==> src/rtl/usb_pkg.sv <==
// Constants and types shared by the USB full-speed RX byte assembler and TX byte loader.
package usb_pkg;

    localparam logic [7:0] SYNC_PATTERN = 8'h80;

    localparam logic [3:0] PID_OUT   = 4'h1;
    localparam logic [3:0] PID_ACK   = 4'h2;
    localparam logic [3:0] PID_DATA0 = 4'h3;
    localparam logic [3:0] PID_IN    = 4'h9;
    localparam logic [3:0] PID_NAK   = 4'hA;
    localparam logic [3:0] PID_DATA1 = 4'hB;
    localparam logic [3:0] PID_SETUP = 4'hD;
    localparam logic [3:0] PID_STALL = 4'hE;

    typedef enum logic [1:0] {
        RX_IDLE,
        RX_PID,
        RX_DATA,
        RX_ERR
    } rx_state_t;

    // A PID byte carries its 4-bit code in the low nibble and the complement in the high nibble.
    function automatic logic pidCheck(input logic [7:0] pidByte);
        return pidByte[3:0] == ~pidByte[7:4];
    endfunction

endpackage

==> src/rtl/usb_rx_sipo.sv <==
// 8-bit LSB-first serial-to-parallel window with synchronous clear.
module usb_rx_sipo (
    input  logic       clk,
    input  logic       n_rst,
    input  logic       clear_i,
    input  logic       shift_i,
    input  logic       bit_i,
    output logic [7:0] next_o
);

    logic [7:0] window_q;
    logic [7:0] window_d;

    // next_o is the window as it will look once the current bit is shifted in, so the
    // caller can act on a completed byte in the same cycle as the strobe.
    always_comb begin
        next_o   = {bit_i, window_q[7:1]};
        window_d = window_q;
        if (clear_i) begin
            window_d = '0;
        end else if (shift_i) begin
            window_d = next_o;
        end
    end

    always_ff @(posedge clk or negedge n_rst) begin
        if (!n_rst) begin
            window_q <= '0;
        end else begin
            window_q <= window_d;
        end
    end

endmodule

==> src/rtl/usb_rx_byte_assembler.sv <==
// USB full-speed RX byte assembler: SYNC hunt, PID capture/check, byte delivery and EOP status.
module usb_rx_byte_assembler
    import usb_pkg::*;
#(
    parameter int MAX_BYTES = 66,
    parameter int CNT_W     = 7
) (
    input  logic             clk,
    input  logic             n_rst,
    input  logic             shift_enable,
    input  logic             d_bit,
    input  logic             d_eop,
    output logic [7:0]       rx_data,
    output logic             byte_ready,
    output logic [3:0]       rx_pid,
    output logic             pid_valid,
    output logic [CNT_W-1:0] byte_count,
    output logic             rx_active,
    output logic             packet_done,
    output logic             rx_error
);

    rx_state_t        state_q, state_d;
    logic [2:0]       bitCnt_q, bitCnt_d;
    logic [CNT_W-1:0] byteCount_q, byteCount_d;
    logic [7:0]       rxData_q, rxData_d;
    logic [3:0]       rxPid_q, rxPid_d;
    logic             pidValid_q, pidValid_d;
    logic             rxActive_q, rxActive_d;
    logic             rxError_q, rxError_d;
    logic             byteReady_q, byteReady_d;
    logic             packetDone_q, packetDone_d;

    logic       shiftEn;
    logic       lastBit;
    logic       byteFull;
    logic       windowClear;
    logic [7:0] winNext;

    // An EOP coinciding with a bit strobe takes priority and the bit is dropped.
    assign shiftEn     = shift_enable & ~d_eop;
    assign lastBit     = (bitCnt_q == 3'd7);
    assign byteFull    = (byteCount_q == CNT_W'(MAX_BYTES));
    assign windowClear = (state_d == RX_IDLE) && (state_q != RX_IDLE);

    usb_rx_sipo uSipo (
        .clk     (clk),
        .n_rst   (n_rst),
        .clear_i (windowClear),
        .shift_i (shiftEn && (state_q != RX_ERR)),
        .bit_i   (d_bit),
        .next_o  (winNext)
    );

    always_ff @(posedge clk or negedge n_rst) begin
        if (!n_rst) begin
            state_q <= RX_IDLE;
        end else begin
            state_q <= state_d;
        end
    end

    always_comb begin
        state_d = state_q;
        case (state_q)
            RX_IDLE: if (shiftEn && (winNext == SYNC_PATTERN)) state_d = RX_PID;
            RX_PID: begin
                if (d_eop) state_d = RX_IDLE;
                else if (shiftEn && lastBit) state_d = pidCheck(winNext) ? RX_DATA : RX_ERR;
            end
            RX_DATA: begin
                if (d_eop) state_d = RX_IDLE;
                else if (shiftEn && lastBit && byteFull) state_d = RX_ERR;
            end
            RX_ERR: if (d_eop) state_d = RX_IDLE;
            default: state_d = RX_IDLE;
        endcase
    end

    // Datapath next-state; the bit counter restarts on every state change.
    always_comb begin
        bitCnt_d     = bitCnt_q;
        byteCount_d  = byteCount_q;
        rxData_d     = rxData_q;
        rxPid_d      = rxPid_q;
        pidValid_d   = pidValid_q;
        rxActive_d   = rxActive_q;
        rxError_d    = rxError_q;
        byteReady_d  = 1'b0;
        packetDone_d = 1'b0;

        if (state_d != state_q) begin
            bitCnt_d = 3'd0;
        end else if (shiftEn) begin
            bitCnt_d = bitCnt_q + 3'd1;
        end

        case (state_q)
            RX_IDLE: begin
                if (shiftEn && (winNext == SYNC_PATTERN)) begin
                    rxActive_d  = 1'b1;
                    rxError_d   = 1'b0;
                    pidValid_d  = 1'b0;
                    byteCount_d = '0;
                end
            end
            RX_PID: begin
                if (d_eop) begin
                    rxError_d  = 1'b1;
                    rxActive_d = 1'b0;
                end else if (shiftEn && lastBit) begin
                    if (pidCheck(winNext)) begin
                        rxPid_d    = winNext[3:0];
                        pidValid_d = 1'b1;
                    end else begin
                        rxError_d = 1'b1;
                    end
                end
            end
            RX_DATA: begin
                if (d_eop) begin
                    rxActive_d = 1'b0;
                    if (bitCnt_q == 3'd0) packetDone_d = 1'b1;
                    else                  rxError_d    = 1'b1;
                end else if (shiftEn && lastBit) begin
                    if (byteFull) begin
                        rxError_d = 1'b1;
                    end else begin
                        rxData_d    = winNext;
                        byteReady_d = 1'b1;
                        byteCount_d = byteCount_q + CNT_W'(1);
                    end
                end
            end
            RX_ERR: if (d_eop) rxActive_d = 1'b0;
            default: ;
        endcase
    end

    always_ff @(posedge clk or negedge n_rst) begin
        if (!n_rst) begin
            bitCnt_q     <= '0;
            byteCount_q  <= '0;
            rxData_q     <= '0;
            rxPid_q      <= '0;
            pidValid_q   <= 1'b0;
            rxActive_q   <= 1'b0;
            rxError_q    <= 1'b0;
            byteReady_q  <= 1'b0;
            packetDone_q <= 1'b0;
        end else begin
            bitCnt_q     <= bitCnt_d;
            byteCount_q  <= byteCount_d;
            rxData_q     <= rxData_d;
            rxPid_q      <= rxPid_d;
            pidValid_q   <= pidValid_d;
            rxActive_q   <= rxActive_d;
            rxError_q    <= rxError_d;
            byteReady_q  <= byteReady_d;
            packetDone_q <= packetDone_d;
        end
    end

    assign rx_data     = rxData_q;
    assign byte_ready  = byteReady_q;
    assign rx_pid      = rxPid_q;
    assign pid_valid   = pidValid_q;
    assign byte_count  = byteCount_q;
    assign rx_active   = rxActive_q;
    assign packet_done = packetDone_q;
    assign rx_error    = rxError_q;

endmodule

==> config.mk <==
export PLATFORM = sky130hd
export DESIGN_NAME = usb_rx_byte_assembler
export DESIGN_NICKNAME = d
export VERILOG_FILES = /design/src/rtl/usb_pkg.sv /design/src/rtl/usb_rx_sipo.sv /design/src/rtl/usb_rx_byte_assembler.sv
export SDC_FILE = /design/constraint.sdc
export NUM_CORES = 1
export LEC_CHECK = 0
export ABC_AREA = 0
export CAP_MARGIN = 20
export CORE_UTILIZATION = 44
export CTS_CLUSTER_SIZE = 24
export DETAILED_ROUTE_END_ITERATION = 10
export PLACE_DENSITY = 0.67
export SETUP_SLACK_MARGIN = 0.15
export SLEW_MARGIN = 20
export SYNTH_ARGS = -nofsm -noshare
export SYNTH_HDL_FRONTEND = slang
export SYNTH_SLANG_ARGS = --single-unit
==> constraint.sdc <==
create_clock -name clk -period 6.15 [get_ports clk]
set_input_delay 1.5375 -clock clk [delete_from_list [all_inputs] [get_ports clk]]
set_output_delay 1.5375 -clock clk [all_outputs]
set_load 0.02 [all_outputs]
## Word level (Yosys, flattened, before mapping)

Index checks and enable logic that the tools add are counted.

| word-level totals | value |
|---|---|
| bits in registers | 37 |
| bits of input ports | 5 |
| output and inout port bits | 24 |
| logic and storage cells | 100 |

| cells by class | value |
|---|---|
| add/sub/neg operators | 2 |
| equality and inequality tests | 22 |
| multiplexer cells | 40 |
| bitwise gates (word level) | 4 |
| reductions and logical operators | 21 |

Operators by type and width:

| kind | number |
|---|---|
| 7-bit two-way mux | 4 |
| 1-bit two-way mux | 21 |
| 8-bit two-way mux | 2 |
| 2-bit != test (second input constant) | 8 |
| 3-bit != test (second input constant) | 5 |
| 7-bit one-hot mux with 2 select lines | 1 |
| 2-bit two-way mux | 6 |
| 5-bit AND reduction | 2 |
| 2-bit nonzero test | 5 |
| 8-bit equality test (second input constant) | 1 |
| 2-bit one-hot mux with 4 select lines | 1 |
| 4-bit AND reduction | 2 |
| 7-bit by 1-bit adder with 7-bit output (second input constant) | 1 |
| 7-bit equality test (second input constant) | 1 |
| 7-bit AND reduction | 1 |
| 3-bit two-way mux | 2 |
| 1-bit logical AND | 5 |
| 2-bit equality test (second input constant) | 2 |
| 4-bit equality test | 1 |
| 2-bit zero test | 2 |
| 4-bit NOT | 1 |
| 1-bit one-hot mux with 2 select lines | 2 |
| 3-bit by 1-bit adder with 3-bit output (second input constant) | 1 |
| 3-bit equality test (second input constant) | 1 |
| other kinds (10) | 11 |

## Logic depth before layout (Yosys ltp)

Gate-level depths: netlist (run 1).

| depth | value |
|---|---|
| depth after elaboration | 10 |
| mapped depth | 7 |

## Cells and area by module

From an unflattened synthesis (run 1), not the netlist that was laid out.

| second synthesis, totals | value |
|---|---|
| cell total of the unflattened synthesis | 170 |
| area total of the unflattened synthesis | 1,890.6 um^2 |

By module, submodules not included:

| module | times used | cells each | area an instance (um^2) | seq. area each (um^2) |
|---|---|---|---|---|
| usb_rx_byte_assembler | 1 | 147 | 1,600.3 | 725.7 |
| usb_rx_sipo | 1 | 23 | 290.3 | 175.2 |

## Least setup slack after synthesis (run 1)

OpenSTA, ideal clock, no wires.

| path | value |
|---|---|
| path type | input -> register |
| from | input port d_bit |
| to | register rxError_q, in the netlist rx_error |
| arrival | 2,858 ps |
| data required time | 6,022 ps |
| path slack | 3,164 ps |
| stages | 4 |
| cells stage by stage | or4b_1 o31ai_4 o2111ai_1 mux2_1 |

| between the ends | value |
|---|---|
| longest elaborated chain between the ends | 4 |
| elaborated cells on any way between the ends | 7 |
| classes of those cells | 4 x eq/ne; 1 x bitwise; 2 x reduce/logical |

RTL lines:

| item | line | RTL |
|---|---|---|
| start: declaration | usb_rx_byte_assembler.sv:11 | `input logic d_bit,` |
| 8-bit equality test / 4-bit NOT (equally long branches) | usb_rx_byte_assembler.sv:100, usb_pkg.sv:24 |  |
| 1-bit logical AND / 4-bit equality test (equally long branches) | usb_rx_byte_assembler.sv:100, usb_pkg.sv:24 |  |
| 2-bit != test (no line) / 3-bit != test (equally long branches) | - |  |
| 7-bit AND reduction (no line) * | - |  |
| end signal: assignment | usb_rx_byte_assembler.sv:158 | `rxError_q <= rxError_d;` |
| end: declaration | usb_rx_byte_assembler.sv:30 | `logic rxError_q, rxError_d;` |

Mark *: on every way between the ends. The rest lies on a longest branch, timed or not.
A chain may end at the register's enable or synchronous reset.

## Worst setup path after layout (run 1)

| path | value |
|---|---|
| from | input port d_bit |
| to | register uSipo.window_q[6] |

| between the ends | value |
|---|---|
| elaborated cells on any way between the ends | 13 |
| classes of those cells | 2 x eq/ne; 6 x mux; 1 x bitwise; 4 x reduce/logical |

RTL lines:

| item | line | RTL |
|---|---|---|
| 8-bit equality test * | usb_rx_byte_assembler.sv:66 | `RX_IDLE: if (shiftEn && (winNext == SYNC_PATTERN)) state_d = RX_PID;` |
| 1-bit logical AND * | usb_rx_byte_assembler.sv:66 |  |
| 2-bit two-way mux * | usb_rx_byte_assembler.sv:66 |  |
| 2-bit one-hot mux with 4 select lines * | usb_rx_byte_assembler.sv:65 | `case (state_q)` |
| net state_d[1] | usb_rx_byte_assembler.sv:23 | `rx_state_t state_q, state_d;` |
| 2-bit zero test * | usb_rx_byte_assembler.sv:44 | `assign windowClear = (state_d == RX_IDLE) && (state_q != RX_IDLE);` |
| 1-bit logical AND * | usb_rx_byte_assembler.sv:44 |  |
| 8-bit two-way mux / 2-bit nonzero test (equally long branches) | - |  |
| end signal: assignment | usb_rx_sipo.sv:30 | `window_q <= window_d;` |
| end: declaration | usb_rx_sipo.sv:11 | `logic [7:0] window_q;` |

The timed path passes the listed nets; every way through them passes the cells marked *.

==> run summary, run 1 <==
Detailed Place HPWL -> 2.93 mm
Fin util -> 57.6%
Final setup viols -> 0
Lkg Pwr -> 0.00106 uW
Peak supply drop -> 169 uV
Post-CTS Resized -> 0
Tightest Pin Transition -> 0.664 ns
Post-synth top area share -> 46.7%
Startpoint types -> input port
XOR/XNOR share of the synthesized area -> 2.27%
Post-synthesis mux area share -> 8.63%
Normalized max-slew margin -> 55.4%
Simple-Gate Fraction of Synth Area -> 19.1%
Vias in the first global route -> 1457
Complex-gate fraction of the synthesized area -> 14.2%
Share of layout cells above drive strength 1 -> 14.2%
Status -> finished clean
Placeable Area -> 4120 sq um
Area of the die -> 4650 sq um
Ys async rst share -> 100%
First-pass GRT wire length -> 6.76 mm
Sequential fraction of the synthesis area -> 46.7%
RSZ-0062 raised after global routing -> false
Reg clk slew, reported paths -> 0.07 ns
Clk_lat worst skew -> 0.29 ns
Ant diodes -> 0
Num CTS Buffers -> 5
DRC violations left -> 0
Total global-route track usage -> 20.3%
Synth Warn # -> 0
Yosys cell types -> 44
Top cells by area, synth -> dfrtp_1, mux2_2, ha_1
Met2 Usage GRT -> 31.0%
Htree depth -> 2
Met3 Use GR -> 5.50%
Drt first pass iters -> 4
Yosys top cell by area -> dfrtp_1
FF-to-FF setup slack -> 3.60 ns
Hold Buf Count CTS -> 0
WS Path Type -> input port to flip-flop
R2R depth -> 7
Required @ worst endpoint -> 6.30 ns
FMAX -> 282 MHz
Endpoints failing hold -> 0
Setup Fix Bufs, Post-CTS -> 0
Number of synthesized flops with an enable pin -> 0
Drt total wl -> 4.10 mm
Post-route minimum period -> 3.54 ns
Most common cell in the netlist -> dfrtp_1
# nets final -> 233
Critical path fanouts, max -> 7
Gpl congestion -> 0.927
ANT nets after route -> 0
Hold Path Stages -> 1
Via density -> 5.55
Critical path arrival -> 3.69 ns
MaxCap Viol Count -> 0
Gate Count Post-Synth -> 187
CTS tree -> built
Clk sinks -> 36
CP endpoint kind -> flip-flop
Clock skew -> 0.00505 ns
Die W -> 68.2 microns
Synth cell count leaders -> dfrtp_1, nor2_1, o21ai_0, mux2_2
Syn Area/Cell -> 10.3 sq um
Synthesized flop and latch total -> 36
Worst R2R End -> byte_count[6]
Max-slew violations -> 0
Synth Area in Adders -> 6.49%
Cell area after synthesis -> 1930 sq um
Longest Clk Path Bufs -> 2
Initial antenna violation count -> 0
Part of the cycle the worst path needs -> 57.6%
Fin Setup TNS -> 0 ns
Met1 Track Usage GR -> 26.8%
Largest family of logic cells by synthesized area -> simple AND/OR/NAND/NOR gates
Largest net degree at the start of global routing -> 37
Syn_nets -> 202
Ports -> 29
Core Rows -> 23
Grt ovf -> 0
PortBufs -> 28
Drt initial violations -> 42
HP Class -> flip-flop to flip-flop
Most Crowded Layer GR -> met2
Initial Utilization -> 46.9%
DR WL/cell -> 15.2 microns
Chip Height -> 68.2 microns
DR vias -> 1494
Hold worst-path end -> rx_data[4]
CTS Root Buffer Type -> clkbuf_8
Crit. Startpoint -> d_bit
Ys flop type -> dfrtp_1
R2R Path Start -> state_q[0]
PwrDens -> 316 nW/um^2
Layout area overhead -> 22.9%
Hold path startpoint -> rx_data[4]
worst max path at each step:
stage	slack, ns	to	cells after the start
6_report	2.61	uSipo.window_q[6]	6
5_1_grt	2.50	uSipo.window_q[6]	6
4_1_cts	2.47	byte_count[5]	6
3_5_place_dp	2.15	byte_count[6]	6
3_3_place_gp	2.28	byte_count[4]	6
2_1_floorplan	3.16	rx_error	4
cell type report:
cell class | count | area [sq um]
well taps | 50 | 62.6
flip-flops and latches | 36 | 901
repair buffers | 29 | 288
inverters | 8 | 30.0
multi-input cells | 138 | 981
clock buffers | 6 | 72.6
fillers | 357 | 1750
clock inverters | 2 | 35.0
critical path, stage by stage:
cell,delay [ns]
clkdlybuf4s50_1,0.58
or4b_1,0.55
o311ai_1,0.28
o211ai_1,0.18
nor3_2,0.44
nor3_1,0.14
per-layer routing:
layer / vias to the layer above / part of all wire [%]
met5: - / 0
met4: 0 / 1.7
met3: 6 / 5.6
met2: 50 / 46
met1: 711 / 47
li1: 727 / -
stage by stage:
stage | hold slack, ns | total power (uW) | setup slack [ns] | std cells | area [sq um]
global placement | 0.482 | 537 | 2.28 | 261 | 2260
global route | 0.524 | 792 | 2.50 | 269 | 2370
floorplan | 0.553 | 475 | 3.16 | 187 | 1930
finish | 0.509 | 748 | 2.61 | 269 | 2370
detailed placement | 0.495 | 545 | 2.15 | 261 | 2260
CTS | 0.513 | 753 | 2.47 | 269 | 2370
cell families (layout without fill, tap and decap cells):
group,after synthesis,in the layout
AOI/OAI and AO/OA,39,39
xor gates and xnor gates,5,5
adders and majority gates,10,10
buffers and inverters,13,45
DFF,36,36
muxes,15,15
and+or+nand+nor,69,69
report_power, final:
group          internal, uW  total [uW]  switching (uW)  leakage, uW
clock                   120         206            85.7    0.0000552
combinational          95.6         230             134     0.000512
sequential              270         312            42.4     0.000490
registers in the layout (all words and copies together), names as in the netlist:
signal and count:
byte_ready 1, rx_active 1, bitCnt_q 3, rx_error 1, state_q 2, byte_count 7, packet_done 1, pid_valid 1
rx_data 8, rx_pid 4, uSipo.window_q 7
cell usage in the layout, fill, tap and decap left out, types with 2 or more instances in the layout:
cell,Yosys,final
nand3_1,3,3
clkdlybuf4s50_1,0,28
ha_1,10,10
inv_1,8,8
a21oi_1,4,3
o211ai_1,2,2
nand2_1,6,6
clkbuf_8,0,5
o21ai_0,15,15
xor2_1,4,4
or2_2,3,3
o31ai_1,4,4
mux2i_1,2,2
nand2b_1,6,6
nor2_1,25,25
nor3_1,10,10
dfrtp_1,36,36
nor2b_1,2,2
a221oi_1,3,3
mux2_2,12,12
and2_1,4,4
Note: power is estimated with default switching activity, not from simulation.
==> run 2, diff against run 1 <==
==> constraint.sdc (replaced) <==
create_clock -name clk -period 3.5 [get_ports clk]
set_input_delay 0.875 -clock clk [delete_from_list [all_inputs] [get_ports clk]]
set_output_delay 0.875 -clock clk [all_outputs]
set_load 0.02 [all_outputs]
==> run summary, run 2 (same netlist as run 1, synthesis figures left out) <==
Status -> finished clean
Vias in the first global route -> 1472
Core Rows -> 23
Clk sinks -> 36
Switching Fraction -> 36.4%
Part of the power in the clock network -> 23.9%
Critical path arrival -> 2.95 ns
PwrDens -> 532 nW/um^2
Stages on worst setup path -> 6
Largest register FFs -> 8
Dpl cells -> 264
Grt ovf -> 0
Fin util -> 57.7%
ANT nets after route -> 0
Reg clk slew, reported paths -> 0.07 ns
Initial Utilization -> 46.9%
Via density -> 5.66
Drt total wl -> 4.16 mm
Most frequent cells in the layout -> dfrtp_1, clkdlybuf4s50_1, nor2_1, o21ai_0, mux2_2
Lkg Pwr -> 0.00106 uW
Buffers and inverters on the worst path -> 1
CP endpoint kind -> flip-flop
Startpoint types -> input port
Worst R2R End -> uSipo.window_q[7]
Worst slack at placement -> 0.384 ns
FF-to-FF setup slack -> 1.16 ns
CP cell instances -> clkdlybuf4s50_1 -> or4b_1 -> o311ai_1 -> o211ai_1 -> nor3_2 -> nor3_1
Hold Buf Count CTS -> 0
R2R Path Start -> state_q[0]
Drt first pass iters -> 4
Htree depth -> 2
PortBufs -> 28
M1 WL -> 1.93 mm
Final worst setup slack -> 0.700 ns
Commonest non-fill, non-tap cell in the layout -> dfrtp_1
Chip Height -> 68.2 microns
DR vias -> 1540
Drt initial violations -> 79
RSZ-0062 raised after global routing -> false
Logic pwr share -> 32.4%
R2R depth -> 7
Initial antenna violation count -> 0
Crit. Startpoint -> d_bit
Total global-route track usage -> 20.1%
Non-filler cells in the finished layout -> 272
Layout area overhead -> 23.2%
Detailed Place HPWL -> 2.96 mm
Pint -> 803 uW
DRC violations left -> 0
Placeable Area -> 4120 sq um
Routed wl met3 -> 187 microns
FMAX -> 357 MHz
Final setup viols -> 0
Largest net degree at the start of global routing -> 37
CTS tree -> built
Top delay family on crit path -> simple AND/OR/NAND/NOR gates
Filler Cell Count -> 353
Longest Clk Path Bufs -> 2
Area of the die -> 4650 sq um
Part of the cycle the worst path needs -> 80.0%
Setup Fix Bufs, Post-CTS -> 0
Post-route minimum period -> 2.80 ns
Normalized max-slew margin -> 66.7%
Peak supply drop -> 271 uV
Met2 Wirelength -> 1.98 mm
Ant diodes -> 0
HP Class -> flip-flop to flip-flop
Reg power frac -> 43.7%
Top layer in use -> met4
DR WL/cell -> 15.3 microns
Share of layout cells above drive strength 1 -> 14.9%
Required @ worst endpoint -> 3.65 ns
MaxCap Viol Count -> 0
WS Path Type -> input port to flip-flop
Num CTS Buffers -> 5
Crit path capture -> uSipo.window_q[7]
Hold WS -> 0.502 ns
First-pass GRT wire length -> 6.83 mm
Critical path fanouts, max -> 7
Tightest Pin Transition -> 0.495 ns
Gpl congestion -> 0.888
Post-CTS Resized -> 0
Worst path slowest cell -> or4b_1
Clk_lat worst skew -> 0.28 ns
Switching power -> 460 uW
# nets final -> 236
Slowest cell delay on critical path -> 0.56 ns
Endpoints failing hold -> 0
Max-slew violations -> 0
Fin Setup TNS -> 0 ns
Clock skew -> 0.00244 ns
Die W -> 68.2 microns
Ports -> 29
CTS Root Buffer Type -> clkbuf_8
==> run 2: routing by layer <==
layer / up-vias / track usage (%)
met5: - / 0
met4: 0 / 7.03
met3: 7 / 4.50
met2: 52 / 31.9
met1: 746 / 26.7
li1: 735 / -
==> run 2: power groups by stage <==
stage	clock (uW)	sequential [uW]	combinational (uW)
after floorplan	0	548	286
after global placement	0	555	392
after detailed placement	0	558	405
after CTS	314	551	408
after global routing	332	563	450
final	302	553	409
==> run 2: final cells by class <==
class	instances	area (sq um)	share of cell area, %
flip-flops and latches	36	901	37.9
well taps	50	62.6	2.63
multi-input cells	138	977	41.1
repair buffers	32	310	13.1
clock buffers	7	86.3	3.64
clock inverters	1	7.51	0.316
inverters	8	30.0	1.26
==> run 2: worst min path at each step <==
stage | startpoint | to | slack [ns] | depth (start not counted)
final | byte_count[6] | byte_count[6] | 0.50 | 1
after global routing | byte_count[6] | byte_count[6] | 0.52 | 1
after CTS | byte_count[6] | byte_count[6] | 0.50 | 1
after detailed placement | rx_data[1] | rx_data[1] | 0.49 | 1
after global placement | rx_data[4] | rx_data[4] | 0.49 | 1
after floorplan | uSipo.window_q[1] | rx_data[0] | 0.55 | 1
==> run 2: stage by stage <==
step           power, uW  instance area (sq um)
3_5_place_dp         962                   2280
5_1_grt             1340                   2370
6_report            1260                   2370
4_1_cts             1270                   2370
2_1_floorplan        834                   1930
3_3_place_gp         947                   2280
